### config.mk
export PLATFORM = sky130hd
export DESIGN_NAME = signed_operand_entry
export DESIGN_NICKNAME = d
export VERILOG_FILES = /design/src/rtl/signed_operand_entry.sv
export SDC_FILE = /design/constraint.sdc
export NUM_CORES = 1
export LEC_CHECK = 0
export BUFFER_PORTS_ARGS = -buffer_cell sky130_fd_sc_hd__buf_2
export CAP_MARGIN = 15
export CELL_PAD_IN_SITES_DETAIL_PLACEMENT = 2
export CELL_PAD_IN_SITES_GLOBAL_PLACEMENT = 2
export CORE_UTILIZATION = 34
export CTS_CLUSTER_SIZE = 8
export DETAILED_ROUTE_END_ITERATION = 8
export GPL_TIMING_DRIVEN = 0
export HOLD_SLACK_MARGIN = 0.06
export PLACE_DENSITY = 0.72
export REMOVE_ABC_BUFFERS = 1
export SYNTH_ARGS = -nofsm -noshare
export SYNTH_HDL_FRONTEND = slang
export SYNTH_SLANG_ARGS = --single-unit
### constraint.sdc
create_clock -name clk -period 1.6 [get_ports clk]
set_input_delay 0.32 -clock clk [delete_from_list [all_inputs] [get_ports clk]]
set_output_delay 0.32 -clock clk [all_outputs]
set_load 0.005 [all_outputs]
### src/rtl/signed_operand_entry.sv
// rtl/signed_operand_entry.sv - two-operand signed 4-bit entry FSM with debounced enter key
// Optional: define OVF_COUNT_EN to add the saturating ovf_count output.
module signed_operand_entry #(
  parameter int DEB_CYCLES = 500000,
  parameter int DEB_W      = 19
) (
  input  logic       clk,
  input  logic       rst_n,
  input  logic [3:0] sw,
  input  logic       key_n,
  output logic [3:0] input1,
  output logic [3:0] input2,
  output logic [3:0] sum,
  output logic       overflow,
  output logic [1:0] phase,
  output logic       result_valid
`ifdef OVF_COUNT_EN
  ,
  output logic [3:0] ovf_count
`endif
);

  typedef enum logic [1:0] {
    ENTER_A = 2'b00,
    ENTER_B = 2'b01,
    RESULT  = 2'b10
  } state_e;

  localparam logic [DEB_W-1:0] DEB_LAST = DEB_W'(DEB_CYCLES - 1);

  logic [1:0]       sync_q;
  logic             deb_q;
  logic [DEB_W-1:0] cnt_q;
  logic             armed_q;
  logic             press_q;

  state_e     state_q, state_d;
  logic [3:0] input1_q, input1_d;
  logic [3:0] input2_q, input2_d;
  logic [3:0] sum_q, sum_d;
  logic       ovf_q, ovf_d;
  logic       valid_q, valid_d;

  // Synchronizer resets to "pressed" so a key held through reset never looks
  // like a fresh release; presses are armed only after a released level is seen.
  always_ff @(posedge clk or negedge rst_n) begin
    if (!rst_n) begin
      sync_q  <= 2'b00;
      deb_q   <= 1'b1;
      cnt_q   <= '0;
      armed_q <= 1'b0;
      press_q <= 1'b0;
    end else begin
      sync_q  <= {sync_q[0], key_n};
      press_q <= 1'b0;
      if (sync_q[1] == deb_q) begin
        cnt_q <= '0;
      end else if (cnt_q == DEB_LAST) begin
        deb_q   <= sync_q[1];
        cnt_q   <= '0;
        press_q <= armed_q & ~sync_q[1];
      end else begin
        cnt_q <= cnt_q + 1'b1;
      end
      if (sync_q[1] && deb_q) begin
        armed_q <= 1'b1;
      end
    end
  end

  always_comb begin
    state_d  = state_q;
    input1_d = input1_q;
    input2_d = input2_q;
    sum_d    = sum_q;
    ovf_d    = ovf_q;
    valid_d  = valid_q;
    case (state_q)
      ENTER_A: begin
        input1_d = sw;
        input2_d = 4'd0;
        sum_d    = 4'd0;
        ovf_d    = 1'b0;
        valid_d  = 1'b0;
        if (press_q) state_d = ENTER_B;
      end
      ENTER_B: begin
        input2_d = sw;
        if (press_q) begin
          sum_d   = sw + input1_q;
          ovf_d   = (input1_q[3] == sw[3]) && (sum_d[3] != input1_q[3]);
          valid_d = 1'b1;
          state_d = RESULT;
        end
      end
      RESULT: begin
        if (press_q) begin
          input1_d = 4'd0;
          input2_d = 4'd0;
          sum_d    = 4'd0;
          ovf_d    = 1'b0;
          valid_d  = 1'b0;
          state_d  = ENTER_A;
        end
      end
      default: begin
        input1_d = 4'd0;
        input2_d = 4'd0;
        sum_d    = 4'd0;
        ovf_d    = 1'b0;
        valid_d  = 1'b0;
        state_d  = ENTER_A;
      end
    endcase
  end

  always_ff @(posedge clk or negedge rst_n) begin
    if (!rst_n) begin
      state_q  <= ENTER_A;
      input1_q <= 4'd0;
      input2_q <= 4'd0;
      sum_q    <= 4'd0;
      ovf_q    <= 1'b0;
      valid_q  <= 1'b0;
    end else begin
      state_q  <= state_d;
      input1_q <= input1_d;
      input2_q <= input2_d;
      sum_q    <= sum_d;
      ovf_q    <= ovf_d;
      valid_q  <= valid_d;
    end
  end

`ifdef OVF_COUNT_EN
  logic [3:0] ovf_count_q;

  always_ff @(posedge clk or negedge rst_n) begin
    if (!rst_n) begin
      ovf_count_q <= 4'd0;
    end else if (state_q == ENTER_B && press_q && ovf_d && ovf_count_q != 4'hf) begin
      ovf_count_q <= ovf_count_q + 4'd1;
    end
  end

  assign ovf_count = ovf_count_q;
`endif

  assign input1       = input1_q;
  assign input2       = input2_q;
  assign sum          = sum_q;
  assign overflow     = ovf_q;
  assign phase        = state_q;
  assign result_valid = valid_q;

endmodule

# After elaboration in Yosys (flattened, before gate mapping)
# Cells that the tools add are included.
[op_classes] mul=0 n_shift=0 eq_ne=9 n_reduce_logical=7 n_lt_le_gt_ge=0 n_addsub=2 n_mux=18 bitwise=4 n_div=0
[op_table] op="19-bit 2-to-1 mux" count=2
[op_table] op="19-bit by 1-bit adder with 19-bit output, second input constant" count=1
[op_table] op="19-bit == test, second input constant" count=1
[op_table] op="4-bit one-hot mux with 2 select lines" count=2
[op_table] op="4-bit one-hot mux with 3 select lines" count=1
[op_table] op="4-bit 2-to-1 mux" count=2
[op_table] op="2-bit 2-to-1 mux" count=3
[op_table] op="2-bit inequality test, second input constant" count=3
[op_table] op="2-bit one-hot mux with 3 select lines" count=1
[op_table] op="2-bit AND reduction" count=3
[op_table] op="1-bit 2-to-1 mux" count=5
[op_table] op="4-bit adder" count=1
[op_table] op="1-bit one-hot mux with 2 select lines" count=2
[op_table] op="1-bit inverter" count=3
[op_table] op="3-bit AND reduction" count=1
[op_table] op="1-bit == test" count=2
[op_table] op="2-bit by 1-bit == test with 1-bit output, second input constant" count=1
[op_table] op="2-bit == test, second input constant" count=1
[op_table] op="1-bit logical AND" count=2
[op_table] op="2-bit logical NOT" count=1
[op_table] op="1-bit bitwise AND" count=1
[op_table] op="1-bit inequality test" count=1
[totals] latch_bits=0 memories=0 rom_bits=0 output_inout_bits=16 regBits=40 mem_bits_rw=0 inputBits=7

# Longest topological paths before layout
# Gate-level depths: netlist (run 1).
[depth] word_depth=5 depth_mapped=6 depth_no_buf=5

# Worst setup path after synthesis (run 1)
# Ideal clock, no wire load.
[synth_path] path_kind="register to register" from="register cnt_q[0]" to="register cnt_q[10]" stages_incl_launch_ff=7 required_ns=1.481 n_path_buf=1 setup_ns=0.119 path_slack_ns=0.030 arrival_time_ns=1.451 synth_period_minus_slack_ns=1.570 path_cell_list="dfrtp_1 > ha_1 > and4_1 > nand2_1 > o21ai_4 > buf_6 > nor2_2"
[synth_between] elab_chain_cells=3 word_cells_on_any_way=4
[synth_lines] item="start: declaration" line_no="33" rtl="logic [DEB_W-1:0] cnt_q;"
[synth_lines] item="start signal: assignment" line_no="63" rtl="cnt_q <= cnt_q + 1'b1;"
[synth_lines] item="19-bit by 1-bit adder with 19-bit output or 19-bit == test (tied branches)" line_no="63, 58"
[synth_lines] item="19-bit 2-to-1 mux (*)" line_no="58" rtl="end else if (cnt_q == DEB_LAST) begin"
[synth_lines] item="19-bit 2-to-1 mux (*)" line_no="56" rtl="if (sync_q[1] == deb_q) begin"
# Mark *: on every way between the ends. The rest lies on a longest branch, timed or not.
# A chain may end at the register's enable or synchronous reset.

# Worst setup path in the final report (run 1)
[layout_path] from="register cnt_q[7]" to="register cnt_q[18]"
# The elaborated chain is that of the path after synthesis.

==> results of run 1 <==
-- layer usage --
layer,GRT usage,vias to the layer above,share of wire
li1,-,742,-
met1,0.204,800,0.41
met5,0,-,0
met2,0.330,30,0.54
met4,0.0691,0,0.032
met3,0.0423,17,0.026
-- metrics by stage --
stage	cells	total power, mW	area [um^2]	util
after floorplan	189	1.12	2020	-
after global placement	283	1.17	2220	0.394
after detailed placement	283	1.17	2220	0.394
after CTS	294	2.03	2380	0.422
after global routing	300	2.09	2530	0.448
final	300	2.00	2530	0.448
-- placed cells by master (no fill, tap or decap), drive strengths merged, types with 8 or more instances in the layout --
master and n:
nor4 8, nand2 17, dfrtp 39, nor2 24, o21ai 9, xnor2 15
nor2b 8, buf 31
-- what timing repair did --
item                                   CTS  global route
pin swaps                                4             5
gates cloned                             0             0
setup endpoints to repair               20            21
gates resized for setup                  5            20
buffers inserted                         3             6
endpoints found under the hold margin    0             0
-- cell type report --
class                   count  area (um^2)  share of cell area
flip-flops and latches     40         1010               0.400
clock buffers               6         72.6              0.0287
inverters                   7         26.3              0.0104
repair buffers             31          190              0.0752
multi-input cells         142         1100               0.436
clock inverters             2         35.0              0.0139
well taps                  72         90.1              0.0356
-- registers in the layout, indices dropped and copies added (netlist names) --
| register | count |
|---|---|
| phase | 2 |
| input1 | 4 |
| result_valid | 1 |
| deb_q | 1 |
| cnt_q | 19 |
| overflow | 1 |
| sum | 4 |
| armed_q | 1 |
| press_q | 1 |
| input2 | 4 |
| sync_q | 2 |
-- worst reg2reg max path, delay by kind of cell (launching register included) --
family | cells | cell delay [ns]
buffers and inverters | 1 | 0.19
and+or+nand+nor | 4 | 0.84
DFF | 1 | 0.52
-- cell usage after synthesis (3+ instances only) --
cell type  number  share of area
o32ai_1         3          0.013
xor2_1          3          0.013
nor2_2         10          0.031
nand4_2         4          0.024
nor2b_1         8          0.024
dfrtp_1        39           0.48
nor3_1          4         0.0098
nand3_1         6          0.015
nor4_1          5          0.015
nor2_1         14          0.026
nand2_1        17          0.031
xnor2_1        15          0.064
nand2b_1        3         0.0092
inv_1           7          0.013
o21ai_0         8          0.020
a21oi_1         7          0.017
ha_1            5          0.031
mux2i_1         4          0.020
-- cell families (layout without fill, tap and decap cells) --
group | Yosys count | after routing | share of synthesized area
AND/OR/NAND/NOR | 85 | 85 | 0.251
flip-flops | 40 | 40 | 0.490
AO/OA/AOI/OAI | 28 | 28 | 0.0935
XOR/XNOR | 18 | 18 | 0.0770
buffers and inverters | 11 | 46 | 0.0238
adder cells (fa/ha/maj) | 6 | 6 | 0.0403
multiplexers | 5 | 5 | 0.0251
-- worst paths after layout --
path,from,to,cells past startpoint,slack (ns)
setup / recovery,cnt_q[7],cnt_q[18],5,-0.04
setup reg to reg,cnt_q[7],cnt_q[18],5,-0.04
min in group asynchronous,rst_n,press_q,1,0.16
hold / removal,key_n,sync_q[0],1,0.13
hold reg to reg,sync_q[0],sync_q[1],0,0.37
max in group asynchronous,rst_n,cnt_q[5],1,0.81
-- power by group --
group / switching (mW) / leakage (nW) / internal, mW / total, mW
Sequential: 0.0225 / 0.529 / 1.03 / 1.05
Clock: 0.367 / 0.0552 / 0.463 / 0.830
Combinational: 0.0730 / 0.519 / 0.0528 / 0.126
Total: 0.462 / 1.10 / 1.54 / 2.00
==> flow_summary_export.csv, run 1 <==
group,metric,value,unit
status,outcome,"finished, violations left",
status,violations,"negative setup slack",
power_and_ir_drop,vdd_drop_max,0.446,mV
yosys,synthFlopType,"dfrtp_1",
placed_design,globalplace.congestion,0.775,
placed_design,io_buffers,22,
power_and_ir_drop,p_leak,1.10,nW
timing,maxSlewHeadroom,0.387,
clock_network,cts_tree,"yes",
timing,setup_tns,-0.0411,ns
detailed_routing,drt_pass1_iterations,4,
timing,drv_slew,0,
timing,fin_hold_ws,0.131,ns
timing,setup_viol,1,
timing,final.setup.worst_slack,-0.0411,ns
setup_path,crit_buf_inv,1,
timing,min_period,1.64,ns
detailed_routing,drc,0,
global_routing,grt_max_degree,41,
cells_and_area,diodes,0,
job,cap_violations,0,
die,die_w,79.6,um
yosys,syn_inst,193,
detailed_routing,final_antenna_net_count,0,
timing,fin_crit_sh,1.03,
die,io_pins,23,
cells_and_area,area_growth,23.5,%
clock_network,clk_path_buf_depth,2,
setup_path,cp.required,1.80,ns
yosys,ys_types,43,
timing,finClkSkew,0.00565,ns
detailed_routing,viasPerCell,5.30,
setup_path,cp_data_arrival_time,1.84,ns
min_path,hp-class,"in -> reg",
yosys,synth-seq-cells,40,
clock_network,clock_latency,0.29,ns
die,rows,27,
die,core-area,5640,um^2
clock_network,root_buffer,"clkbuf_8",
setup_path,crit_family,"simple AND/OR/NAND/NOR gates",
timing,worst_slew_pin_slew,0.919,ns
die,initial_utilization,0.363,
timing,rsz0062_at_grt,"true",
yosys,syn-cell-area,2050,um^2
global_routing,grt_pass1_wl,8670,um
clock_network,clk_pin_slew,0.08,ns
clock_network,cts_buffers,5,
cells_and_area,fin_nets,240,
setup_path,path_cells,"nand4_1 > buf_4 > nor4_2 > nor2_1 > nor3_1",
clock_network,h-tree-depth,2,
power_and_ir_drop,power_density,792,nW/um^2
yosys,synth_area_per_cell,10.6,um^2
yosys,synth-edff-count,0,
placed_design,place_hpwl,3580,um
cells_and_area,num-fill-cells,603,
detailed_routing,totalWireLength,5630,um
yosys,async_flop_share,1.00,
setup_path,critical_path_peak_fanout,6,
setup_path,path_class,"reg -> reg",
detailed_routing,vias,1589,
cells_and_area,drive_gt1_frac,0.355,
setup_path,endpoint_kind,"flip-flop",
setup_path,start_kind,"flip-flop",
die,dieArea,6330,um^2
yosys,synth_warnings,0,
setup_path,cpPeakStageDelay,0.52,ns
timing,fmax,609,MHz
setup_path,cp_slowest_cell,"dfrtp_1",
yosys,synth_seq_area_share,0.490,
detailed_routing,drtIter0Drc,47,
detailed_routing,wl_per_cell,18.8,um
global_routing,grt_use_total,0.182,
global_routing,grt_pass1_vias,1759,
global_routing,grt_overflow_total,0,
global_routing,antenna_found_initial,0,
clock_network,hold_buffers,0,
placed_design,place_ws,-0.369,ns
die,die_h,79.6,um
clock_network,clock-sinks,40,
timing,hold_violations,0,
Power figures use the tool's default switching activity.
==> run 2: changes to the inputs <==
ABC_AREA = 1   (was unset)
CORE_UTILIZATION = 31   (was 34)
GPL_ROUTABILITY_DRIVEN = 0   (was unset)
PLACE_DENSITY = 0.71   (was 0.72)
==> flow_summary_export.csv, run 2 <==
group,metric,value,unit
status,outcome,"finished, violations left",
status,violations,"design-rule violations",
cells_and_area,seqCellArea,1000,um^2
cells_and_area,largest_register_ffs,19,
timing,final.setup.worst_slack,0.115,ns
setup_path,cp_data_arrival_time,1.66,ns
cells_and_area,num-fill-cells,755,
die,io_pins,23,
yosys,synth-seq-cells,40,
cells_and_area,fin_nets,299,
setup_path,start_kind,"flip-flop",
global_routing,grt_overflow_total,0,
cells_and_area,final_cells,364,
yosys,synth-edff-count,0,
timing,setup_tns,0,ns
timing,finClkSkew,0.00595,ns
yosys,synth.most_common_cell,"nand2_1",
detailed_routing,viasPerCell,4.73,
yosys,synth_common_cells,"47 x nand2_1, 45 x nor2_1, 43 x inv_1",
die,die_h,84.1,um
power_and_ir_drop,p_leak,1.09,nW
timing,min_period,1.49,ns
yosys,syn-cell-area,2090,um^2
yosys,async_flop_share,1.00,
min_path,min-delay-start,"key_n",
setup_path,r2r_start,"cnt_q[0]",
setup_path,r2r_setup_slack,0.11,ns
setup_path,cp.required,1.78,ns
clock_network,hold_buffers,0,
global_routing,grt_pass1_vias,1842,
yosys,syn_inst,255,
yosys,synthFlopType,"dfrtp_1",
global_routing,grt_pass1_wl,9040,um
die,dieArea,7070,um^2
cells_and_area,final_common_cell,"nand2_1",
placed_design,dp_cells,354,
clock_network,cts_buffers,5,
detailed_routing,drt_pass1_iterations,5,
clock_network,clock-sinks,40,
clock_network,h-tree-depth,2,
die,rows,29,
die,core-area,6420,um^2
setup_path,endpoint_kind,"flip-flop",
clock_network,cts_tree,"yes",
clock_network,root_buffer,"clkbuf_8",
detailed_routing,vias,1721,
yosys,ys_types,28,
clock_network,clock_latency,0.30,ns
yosys,synth_warnings,0,
yosys,yosys.area.top_type,"dfrtp_1",
die,die_w,84.1,um
timing,rsz0062_at_grt,"false",
power_and_ir_drop,power_density,771,nW/um^2
timing,worst_slew_pin_slew,0.947,ns
die,initial_utilization,0.325,
yosys,yosysTopAreaCellShare,0.467,
detailed_routing,drc,8,
timing,hold_violations,0,
cells_and_area,regMostFlops,"cnt_q",
clock_network,clk_pin_slew,0.08,ns
setup_path,critical_path_peak_fanout,7,
cells_and_area,diodes,0,
timing,setup_viol,0,
placed_design,place_hpwl,4010,um
setup_path,crit_start,"cnt_q[0]",
global_routing,antenna_found_initial,0,
job,cap_violations,0,
cells_and_area,drive_gt1_frac,0.209,
yosys,synth_seq_area_share,0.480,
setup_path,path_class,"reg -> reg",
power_and_ir_drop,vdd_drop_max,0.408,mV
detailed_routing,totalWireLength,5240,um
detailed_routing,final_antenna_net_count,0,
timing,fmax,673,MHz
placed_design,io_buffers,22,
clock_network,clk_path_buf_depth,2,
global_routing,grt_max_degree,41,
cells_and_area,area_growth,16.7,%
power_and_ir_drop,total_power,1.88,mW
cells_and_area,final_cell_mix,"47 x nand2_1, 43 x nor2_1, 43 x inv_1",
global_routing,grt_use_total,0.165,
detailed_routing,drtIter0Drc,39,
detailed_routing,wl_per_cell,14.4,um
min_path,hp-class,"in -> reg",
yosys,synth_area_per_cell,8.19,um^2
cells_and_area,multi_input_area,951,um^2
timing,maxSlewHeadroom,0.369,
timing,drv_slew,0,
placed_design,place_ws,0.0247,ns
timing,fin_crit_sh,0.928,
yosys,synth_area_leaders,"dfrtp_1 47%, nand2_1 8.4%, nor2_1 8.1%",
-- run 2: cell types whose count changed after synthesis, sizes merged, moves of 7 or more --
cell	before	now
nand2	17	52
xor2	3	10
nor2b	8	1
nor4	8	0
inv	7	44
nor2	24	56
xnor2	15	2
-- run 2: logic make-up (layout without fill, tap and decap cells) --
kind of cell | count (synthesis) | after routing | synth area share
and+or+nand+nor | 132 | 132 | 0.289
buffers and inverters | 44 | 76 | 0.0791
DFF | 40 | 40 | 0.480
AOI/OAI and AO/OA | 21 | 21 | 0.0617
xor gates and xnor gates | 12 | 12 | 0.0503
adders and majority gates | 6 | 6 | 0.0395
-- run 2: worst paths after layout --
kind | to | depth (start not counted)
min in group asynchronous | sum[2] | 1
min | sync_q[0] | 1
min reg2reg | sync_q[1] | 0
max in group asynchronous | cnt_q[8] | 1
max | cnt_q[3] | 6
max reg2reg | cnt_q[3] | 6
-- run 2: through the flow --
step	instance area, um^2	hold WS [ns]	util
after floorplan	2090	0.0244	-
after global placement	2290	0.333	0.357
after detailed placement	2290	0.348	0.357
after CTS	2390	0.113	0.372
after global routing	2440	0.109	0.380
final	2440	0.125	0.380
-- run 2: routing by layer --
metal	vias to the layer above	track usage	part of all wire
met5	-	0	0
met4	0	0.0423	0.0097
met3	6	0.0346	0.031
met2	24	0.296	0.50
met1	841	0.201	0.46
li1	850	-	-
-- run 2: cell type report --
cell class | instances | share of cell area
sequential | 40 | 0.411
multi-input combinational | 171 | 0.390
inverter | 44 | 0.0678
timing repair buffer | 24 | 0.0513
tap | 77 | 0.0395
clock buffer | 6 | 0.0339
clock inverter | 2 | 0.00616
-- run 2: critical path: stages, from the launching register on --
cell	delay, ns
dfrtp_1	0.40
ha_4	0.18
nand2_1	0.11
nor2_4	0.18
nand3_4	0.11
o21ai_4	0.30
nor2_1	0.08
-- run 2: where the power goes --
part	internal, mW	switching, mW
registers	1.02	0.0136
logic	0.0390	0.0702
clock network	0.349	0.383
-- run 2: repair_timing --
action | in CTS | in global routing
setup buffers | 0 | 2
endpoints found under the setup margin | 0 | 14
gates resized for setup | 0 | 6
==> run 3: changes to the inputs <==
CORE_ASPECT_RATIO = 1.75   (was unset)
==> flow_summary_export.csv, run 3 (synthesis results as in run 2) <==
group,metric,value,unit
timing,worst_slew_pin_slew,0.944,ns
timing,fin_crit_sh,0.936,
setup_path,cp_slowest_cell,"dfrtp_1",
global_routing,grt_pass1_vias,2056,
cells_and_area,diodes,0,
power_and_ir_drop,switching_share,0.196,
power_and_ir_drop,pwr-share-clk,0.564,
clock_network,cts_buffers,5,
global_routing,grt_use_total,0.192,
cells_and_area,area_growth,22.6,%
setup_path,path_cells,"ha_4 > nand2_1 > nor2_4 > nand3_4 > o21ai_4 > a21oi_1",
clock_network,h-tree-depth,2,
clock_network,clk_path_buf_depth,2,
die,io_pins,23,
detailed_routing,dr_wl_met3,118,um
setup_path,cp.required,1.76,ns
detailed_routing,drtIter0Drc,61,
power_and_ir_drop,p_switching,0.514,mW
timing,maxSlewHeadroom,0.371,
die,dieArea,7080,um^2
global_routing,grt_max_degree,41,
detailed_routing,top_layer,"met4",
die,die_w,64.0,um
cells_and_area,largest_register_ffs,19,
timing,finClkSkew,0.00441,ns
cells_and_area,final_cell_mix,"47 x nand2_1, 43 x nor2_1, 43 x inv_1",
timing,min_period,1.50,ns
detailed_routing,met2WireLength,3800,um
setup_path,crit_path_end,"cnt_q[17]",
cells_and_area,seqCellArea,1000,um^2
detailed_routing,totalWireLength,6000,um
clock_network,clk_pin_slew,0.06,ns
setup_path,path_class,"reg -> reg",
die,core-area,6540,um^2
cells_and_area,num-fill-cells,773,
power_and_ir_drop,p_int,2.12,mW
detailed_routing,wl_per_cell,16.3,um
placed_design,io_buffers,22,
cells_and_area,utilization,0.392,
global_routing,grt_pass1_wl,10000,um
timing,fmax,668,MHz
cells_and_area,final_cells,369,
detailed_routing,drc,0,
placed_design,place_hpwl,4650,um
setup_path,critical_path_peak_fanout,7,
power_and_ir_drop,power_frac_seq,0.395,
die,die_h,111,um
cells_and_area,regMostFlops,"cnt_q",
status,outcome,"complete, no violations",
cells_and_area,final_common_cell,"nand2_1",
setup_path,rr_worst_depth,6,
setup_path,endpoint_kind,"flip-flop",
setup_path,cp_data_arrival_time,1.66,ns
setup_path,r2r_start,"cnt_q[0]",
timing,setup_viol,0,
timing,hold_violations,0,
detailed_routing,vias,1782,
die,rows,39,
global_routing,antenna_found_initial,0,
clock_network,root_buffer,"clkbuf_16",
detailed_routing,viasPerCell,4.83,
setup_path,crit_start,"cnt_q[0]",
clock_network,hold_buffers,0,
clock_network,clock_latency,0.29,ns
detailed_routing,wl_met1,1950,um
min_path,hp-class,"in -> reg",
power_and_ir_drop,vdd_drop_max,0.510,mV
clock_network,cts_tree,"yes",
setup_path,cpPeakStageDelay,0.41,ns
setup_path,timing.rr.end,"cnt_q[17]",
placed_design,dp_cells,359,
cells_and_area,multi_input_area,951,um^2
power_and_ir_drop,power_density,1030,nW/um^2
setup_path,crit_family,"simple AND/OR/NAND/NOR gates",
die,initial_utilization,0.319,
timing,drv_slew,0,
detailed_routing,final_antenna_net_count,0,
cells_and_area,fin_nets,299,
power_and_ir_drop,combPwrFrac,0.041,
cells_and_area,drive_gt1_frac,0.209,
detailed_routing,drt_pass1_iterations,4,
power_and_ir_drop,p_leak,1.15,nW
setup_path,start_kind,"flip-flop",
setup_path,r2r_setup_slack,0.10,ns
job,cap_violations,0,
clock_network,clock-sinks,40,
setup_path,crit_buf_inv,0,
setup_path,path_depth,6,
global_routing,grt_overflow_total,0,
[run 3: cell count changes in the layout (fill, tap and decap cells not counted)]
cell / change
bufinv_16: +3
clkbuf_16: +5
clkinvlp_4: -2
clkbuf_8: -6
[run 3: area by class of cell]
cell class                 instances  area share
multi-input combinational        171       0.371
clock inverter                     3      0.0352
sequential                        40       0.391
clock buffer                       5      0.0489
inverter                          44      0.0645
tap                               82      0.0401
timing repair buffer              24      0.0489
[run 3: how the worst min path moves through the flow]
stage / from / to / slack, ns / depth (start not counted)
after floorplan: rst_n / armed_q / 0.02 / 0
after global placement: sync_q[0] / sync_q[1] / 0.33 / 0
after detailed placement: sync_q[0] / sync_q[1] / 0.34 / 0
after CTS: key_n / sync_q[0] / 0.13 / 1
after global routing: key_n / sync_q[0] / 0.13 / 1
final: key_n / sync_q[0] / 0.14 / 1
[run 3: timing repair]
action,4_1_cts,5_1_grt
gates cloned,0,0
endpoints found under the setup margin,10,13
pin swaps,1,2
endpoints found under the hold margin,0,0
gates resized for setup,3,3
setup buffers,0,2
[run 3: per-stage QoR]
stage                     TNS (ns)  setup slack (ns)  hold slack (ns)  area, um^2  power (mW)
after floorplan                  0             0.260           0.0244        2090        1.10
after global placement           0           0.00485            0.334        2300        1.16
after detailed placement   -0.0290           -0.0152            0.338        2300        1.16
after CTS                        0            0.0169            0.133        2530        2.65
after global routing       -0.0128          -0.00784            0.133        2560        2.71
final                            0             0.102            0.140        2560        2.63
[run 3: power groups by stage]
| stage | registers, mW | logic (mW) | clock network (mW) |
|---|---|---|---|
| after floorplan | 1.05 | 0.0509 | 0 |
| after global placement | 1.06 | 0.103 | 0 |
| after detailed placement | 1.06 | 0.107 | 0 |
| after CTS | 1.04 | 0.110 | 1.50 |
| after global routing | 1.04 | 0.127 | 1.54 |
| final | 1.04 | 0.108 | 1.48 |
[run 3: metal layers]
layer	vias up	track usage
li1	849	-
met1	901	0.167
met2	25	0.400
met3	7	0.0310
met4	0	0.0758
met5	-	0
